<file path="src/rtl/crypto_round_ctrl.sv">
// Multi-round byte cipher sequencer: key-XOR plus bit reversal, one round per cycle,
// with valid/ready handshakes on both the job input and the result output.
module crypto_round_ctrl #(
   parameter  int ROUNDS = 4,
   localparam int RW     = $clog2(ROUNDS+1)
)(
   input  logic          clk,
   input  logic          rst,
   input  logic          in_valid,
   output logic          in_ready,
   input  logic [7:0]    in_data,
   input  logic [7:0]    in_key,
   input  logic          in_decrypt,
   output logic          out_valid,
   input  logic          out_ready,
   output logic [7:0]    out_data,
   output logic          busy,
   output logic [RW-1:0] round_idx
);

   typedef enum logic [1:0] {IDLE, ROUND, DONE} state_t;

   typedef struct packed {
      logic       decrypt;
      logic [7:0] key;
   } job_t;

   localparam logic [RW-1:0] LAST = RW'(ROUNDS-1);

   state_t        state, state_nx;
   job_t          job_q;
   logic [7:0]    s_q;
   logic [RW-1:0] ridx_q;

   logic          last_round;
   logic [2:0]    rot;
   logic [15:0]   kk;
   logic [7:0]    k_r;
   logic [7:0]    round_out;

   function automatic logic [7:0] rev8(input logic [7:0] x);
      logic [7:0] r;
      for (int i = 0; i < 8; i++) r[i] = x[7-i];
      return r;
   endfunction

   // Decrypt counts down to 0, encrypt counts up to ROUNDS-1; both end on the round that hits the bound.
   assign last_round = job_q.decrypt ? (ridx_q == '0) : (ridx_q == LAST);
   assign rot        = 3'(ridx_q);
   assign kk         = {job_q.key, job_q.key} << rot;
   assign k_r        = kk[15:8];
   assign round_out  = job_q.decrypt ? (rev8(s_q) ^ k_r) : rev8(s_q ^ k_r);

   always_ff @(posedge clk) begin
      if (rst) state <= IDLE;
      else     state <= state_nx;
   end

   always_comb begin
      state_nx = state;
      case (state)
         IDLE:    if (in_valid)   state_nx = ROUND;
         ROUND:   if (last_round) state_nx = DONE;
         DONE:    if (out_ready)  state_nx = IDLE;
         default:                 state_nx = IDLE;
      endcase
   end

   always_comb begin
      in_ready  = (state == IDLE);
      out_valid = (state == DONE);
      busy      = (state != IDLE);
      out_data  = (state == DONE) ? s_q : 8'h00;
      round_idx = ridx_q;
   end

   always_ff @(posedge clk) begin
      if (rst) begin
         s_q    <= 8'h00;
         job_q  <= '0;
         ridx_q <= '0;
      end else begin
         case (state)
            IDLE: if (in_valid) begin
               s_q           <= in_data;
               job_q.key     <= in_key;
               job_q.decrypt <= in_decrypt;
               ridx_q        <= in_decrypt ? LAST : '0;
            end
            ROUND: begin
               s_q <= round_out;
               // Encrypt may step to ROUNDS on its final round; that still fits in RW bits.
               if (!job_q.decrypt)    ridx_q <= ridx_q + RW'(1);
               else if (ridx_q != '0) ridx_q <= ridx_q - RW'(1);
            end
            default: ;
         endcase
      end
   end

endmodule

</file>
<file path="config.mk">
export PLATFORM = sky130hd
export DESIGN_NAME = crypto_round_ctrl
export DESIGN_NICKNAME = d
export VERILOG_FILES = /design/src/rtl/crypto_round_ctrl.sv
export SDC_FILE = /design/constraint.sdc
export NUM_CORES = 1
export LEC_CHECK = 0
export ABC_AREA = 1
export CAP_MARGIN = 20
export CORE_UTILIZATION = 52
export DETAILED_ROUTE_END_ITERATION = 8
export GPL_TIMING_DRIVEN = 0
export PLACE_DENSITY_LB_ADDON = 0.25
export SLEW_MARGIN = 20
export SYNTH_ARGS = -nofsm -noshare
export SYNTH_HDL_FRONTEND = slang
export SYNTH_SLANG_ARGS = --single-unit
</file>
<file path="constraint.sdc">
create_clock -name clk -period 3.78 [get_ports clk]
set_input_delay 0.756 -clock clk [delete_from_list [all_inputs] [get_ports clk]]
set_output_delay 0.756 -clock clk [all_outputs]
set_load 0.02 [all_outputs]
</file>
# After elaboration in Yosys (flattened, before gate mapping)
# Cells that the tools add are included.
totals:
  input_bits: 21
  output_inout_bits: 14
  elab_cells: 40
  reg_bits: 22
op_classes:
  bitwise: 2
  n_eq_ne: 7
  shifts: 1
  n_addsub: 2
  n_reduce_logical: 9
  mux: 14
ops:
  columns: ["operator", "n"]
  rows:
  - ["$mux W8", 3]
  - ["$pmux W8 S2", 1]
  - ["$shl A16 B3 Y16", 1]
  - ["$xor A8 B8 Y8", 2]
  - ["$mux W3", 3]
  - ["$mux W2", 4]
  - ["$pmux W2 S3", 1]
  - ["$pmux W3 S2", 1]
  - ["$reduce_and A3 Y1", 2]
  - ["$ne A2 B2 Y1 const B", 2]
  - ["$reduce_and A2 Y1", 2]
  - ["$reduce_bool A2 Y1", 2]
  - ["$add A3 B1 Y3 const B", 1]
  - ["$eq A3 B2 Y1 const B", 1]
  - ["$logic_not A3 Y1", 1]
  - ["$ne A3 B3 Y1 const B", 1]
  - ["$reduce_bool A3 Y1", 1]
  - ["$sub A3 B1 Y3 const B", 1]
  - ["$eq A2 B1 Y1 const B", 1]
  - ["$eq A2 B2 Y1 const B", 1]
  - ["$logic_not A2 Y1", 1]
  - ["$ne A2 B1 Y1 const B", 1]
  - ["$mux W1", 1]

# Longest topological paths before layout
# Gate-level depths: netlist of run 1.
depth:
  ltp_word: 4
  mapped_depth: 11
  depth_no_buf: 10

# Worst setup path after synthesis of run 1
# OpenSTA, ideal clock, no wires.
synth_path:
  kind: "flip-flop to output port"
  from: "reg state[1]"
  to: "out out_data[0]"
  slack_ps: 1867
  path_buffers: 0
  path_stages_with_launch: 5
  arrival_ps: 1157
  path_cell_list: "dfxtp_1 > inv_1 > nor2_1 > inv_2 > nor2_1"
synth_via:
  elab_chain_len: 2
synth_rtl:
  columns: ["item", "line", "source"]
  rows:
  - ["start, declared", "30", "state_t state, state_nx;"]
  - ["start signal, assigned", "56", "else state <= state_nx;"]
  - ["$eq A2 B2 Y1", null, null]
  - ["via out_valid", "14", "output logic out_valid,"]
  - ["$mux W8", "73", "out_data = (state == DONE) ? s_q : 8'h00;"]
  - ["end, declared", "16", "output logic [7:0] out_data,"]
# The timed path passes the listed nets, and every way through them passes these cells.

# Worst setup path in the final report of run 1
layout_path:
  from: "reg state[1]"
  to: "out out_data[4]"
layout_via:
  elab_chain_len: 2
layout_rtl:
  columns: ["item", "line"]
  rows:
  - ["$eq A2 B2 Y1", "73"]
  - ["$mux W8", "73"]
# No other way between the ends.

==> flow_metrics.py, run 1 <==
metrics = {
    "outcome": {
        "status": "finished, final reports clean",
    },
    "finish": {
        "nets": 311,
        "diodes": 0,
        "mostFrequentLayoutCells": "nand2_1 (49), nor2_1 (41), nand3_2 (37)",
        "mostFrequentLayoutCell": "nand2_1",
        "final_core_util": 0.6738,
        "area_growth_pct": 23.93,
        "drive_gt1_frac": 0.2604,
    },
    "worst_setup_path": {
        "path_buf_inv": 3,
        "cp_data_arrival_time_ns": 1.73,
        "end_kind": "output pin",
        "crit_family": "buffers and inverters",
        "cpPeakStageDelay_ns": 0.61,
        "cp_common_cell": "nor2_1",
        "crit_type": "reg2out",
        "slowest_stage": "clkdlybuf4s50_1",
        "reg2reg_slack_ns": 2.12,
        "worstPathMaxFanout": 9,
        "startpoint_type": "flip-flop",
        "crit_path_cell_trace": "inv_1 -> nor2_1 -> inv_2 -> nor2_1 -> clkdlybuf4s50_1",
        "worstPathRequired_ns": 3.02,
    },
    "synthesis": {
        "synth-seq-cells": 22,
        "yosysSeqAreaShare": 0.2428,
        "synth_area_per_cell_um2": 7.257,
        "ys_top_cells_by_area": "dfxtp_1 (24%), nand3_2 (20%), nand2_1 (10%)",
        "synth_area_um2": 1814,
        "yosysTopAreaCell": "dfxtp_1",
        "synth_cell_types": 26,
        "yosys_warnings": 0,
        "syn_nets": 272,
        "yosysTopAreaCellShare": 0.2428,
        "syn_inst": 250,
    },
    "timing": {
        "rsz0062_at_grt": "no",
        "fin_crit_ns": 2.482,
        "setup_viol": 0,
        "max_slew_margin": 0.6132,
        "fin_crit_sh": 0.6566,
        "timing.fmax_mhz": 402.9,
        "hold_viol": 0,
        "fin_tns_setup_ns": 0,
        "tightestPinTransition_ns": 0.5803,
        "finalClockSkew_ns": 0.008632,
        "slew_viol_final": 0,
    },
    "power_and_ir_drop": {
        "power.leakage_uw": 0.0009257,
        "p_int_uw": 525.2,
        "powerDensity_nw_per_um2": 409.3,
        "pwr-share-clk": 0.149,
        "seqPwrFrac": 0.320,
        "combPwrFrac": 0.531,
        "max-vdd-ir-drop_v": 0.0002038,
        "switching_share": 0.4294,
        "power_uw": 920.3,
        "p_sw_uw": 395.2,
    },
    "grt": {
        "grt_max_degree": 13,
        "grt_pass1_wl_mm": 7.038,
        "grt_usage": 0.2555,
        "antenna_found_initial": 0,
        "grt.overflow.total": 0,
        "grt_pass1_vias": 1615,
    },
    "detailed_routing": {
        "drtAntennaViolNets": 0,
        "vias": 1757,
        "viasPerCell": 5.260,
        "drt_iter0_markers": 56,
        "wl_per_cell_um": 12.35,
        "drc": 0,
        "routed_wl_mm": 4.124,
        "dr.pass1.iters": 4,
    },
    "clock_network": {
        "cts.repair.resized": 0,
        "clock_latency_ns": 0.32,
        "cts_hold_buffers": 0,
        "clk_pin_slew_ns": 0.12,
        "cts-root-buf": "clkbuf_4",
        "cts_setup_buffers": 0,
        "cts_made_buffers": 3,
        "htree_levels": 1,
        "clockBufferDepth": 2,
        "cts.sinks": 22,
        "cts_tree": "built",
    },
    "floorplanning": {
        "start_util": 0.5437,
        "io_pins": 35,
        "die_h_um": 61.07,
        "dieWidth_um": 61.07,
        "coreArea_um2": 3337,
        "rows": 21,
        "dieArea_um2": 3729,
    },
    "placed_design": {
        "routabilityCongestion": 0.8742,
        "portBuffers": 34,
        "dpl.hpwl_mm": 3.221,
    },
    "flow_run": {
        "max_cap_viol_count": 0,
    },
    "worst_hold_path": {
        "hold_path.class": "reg2reg",
    },
}
## layer usage
layer	wire length [µm]	share of wire	GRT usage	vias up
li1	-	-	-	897
met5	0	0	0	-
met3	129	0.031	0.03151	7
met4	66	0.016	0.09740	0
met1	1905	0.46	0.3247	815
met2	2023	0.49	0.4410	38
## sequential cells by signal, summed over array words and instances (netlist names)
name       count
job_q          9
s_q            8
round_idx      3
state          2
## path summary, 6_finish.rpt
path / end / cells after the start / start
min reg2reg: s_q[4] / 2 / s_q[4]
min: s_q[4] / 2 / s_q[4]
max reg2reg: round_idx[1] / 5 / round_idx[0]
max: out_data[4] / 5 / state[1]
## worst reg2reg max path, stage by stage, from the launching register on
cell	delay (ns)
dfxtp_1	0.41
inv_2	0.08
buf_12	0.16
fa_1	0.48
or2_2	0.30
a31oi_1	0.17
## synth_stat cells (all sizes together)
master and n:
a31oi 2, bufinv 1, nand3 66, o21ai 12
dfxtp 22, fa 1, nor2 43, inv 17
nand4 2, nand2 56, dlygate4sd1 1, buf 6
a21oi 12, xnor2 1, clkbuf 5, or2 3
## stage by stage
| step | hold slack (ns) | instances | setup WS, ns | instance area, µm² |
|---|---|---|---|---|
| after detailed placement | 0.4840 | 330 | 1.667 | 2212 |
| after global placement | 0.4782 | 330 | 1.637 | 2212 |
| after CTS | 0.5018 | 334 | 1.280 | 2248 |
| after global routing | 0.5261 | 334 | 1.153 | 2248 |
| final | 0.4991 | 334 | 1.298 | 2248 |
| after floorplan | 0.4683 | 250 | 1.867 | 1814 |
## area by class of cell
class | instances | area (µm²)
multi-input cells | 198 | 1172
clock buffers | 4 | 36.28
repair buffers | 34 | 340.3
well taps | 46 | 57.56
fillers | 326 | 1089
inverters | 18 | 81.33
plain buffers | 12 | 120.1
flip-flops and latches | 22 | 440.4
## kinds of logic (layout without fill, tap and decap cells)
group,count (synthesis),count (layout),synth area share
AO/OA/AOI/OAI,26,26,0.08966
XOR/XNOR,1,1,0.004828
adder cells (fa/ha/maj),1,1,0.01103
buffers and inverters,30,68,0.1110
flip-flops,22,22,0.2428
AND/OR/NAND/NOR,170,170,0.5407
## power by group through the flow
| stage | Combinational [µW] | Clock (µW) | Sequential (µW) |
|---|---|---|---|
| 3_3_place_gp | 477 | 0 | 299 |
| 6_report | 489 | 137 | 295 |
| 3_5_place_dp | 486 | 0 | 300 |
| 5_1_grt | 543 | 148 | 300 |
| 4_1_cts | 489 | 138 | 295 |
| 2_1_floorplan | 368 | 0 | 300 |
(Power assumes the default switching activity.)
==> run 2: changes to the inputs <==
- clock period: 3.78 -> 2.6 ns (I/O delays scaled with it)
==> results of run 2 <==
The final DEF is identical to that of run 1. Status: finished, final reports clean.
Main changes from that run: setup slack after placement 1.667 ns -> 0.7227 ns; setup slack after layout 1.298 ns -> 0.3542 ns; register-to-register setup slack 2.12 ns -> 0.94 ns; total power 920.3 µW -> 1338 µW; worst IR drop on VDD 0.0002038 V -> 0.0002963 V
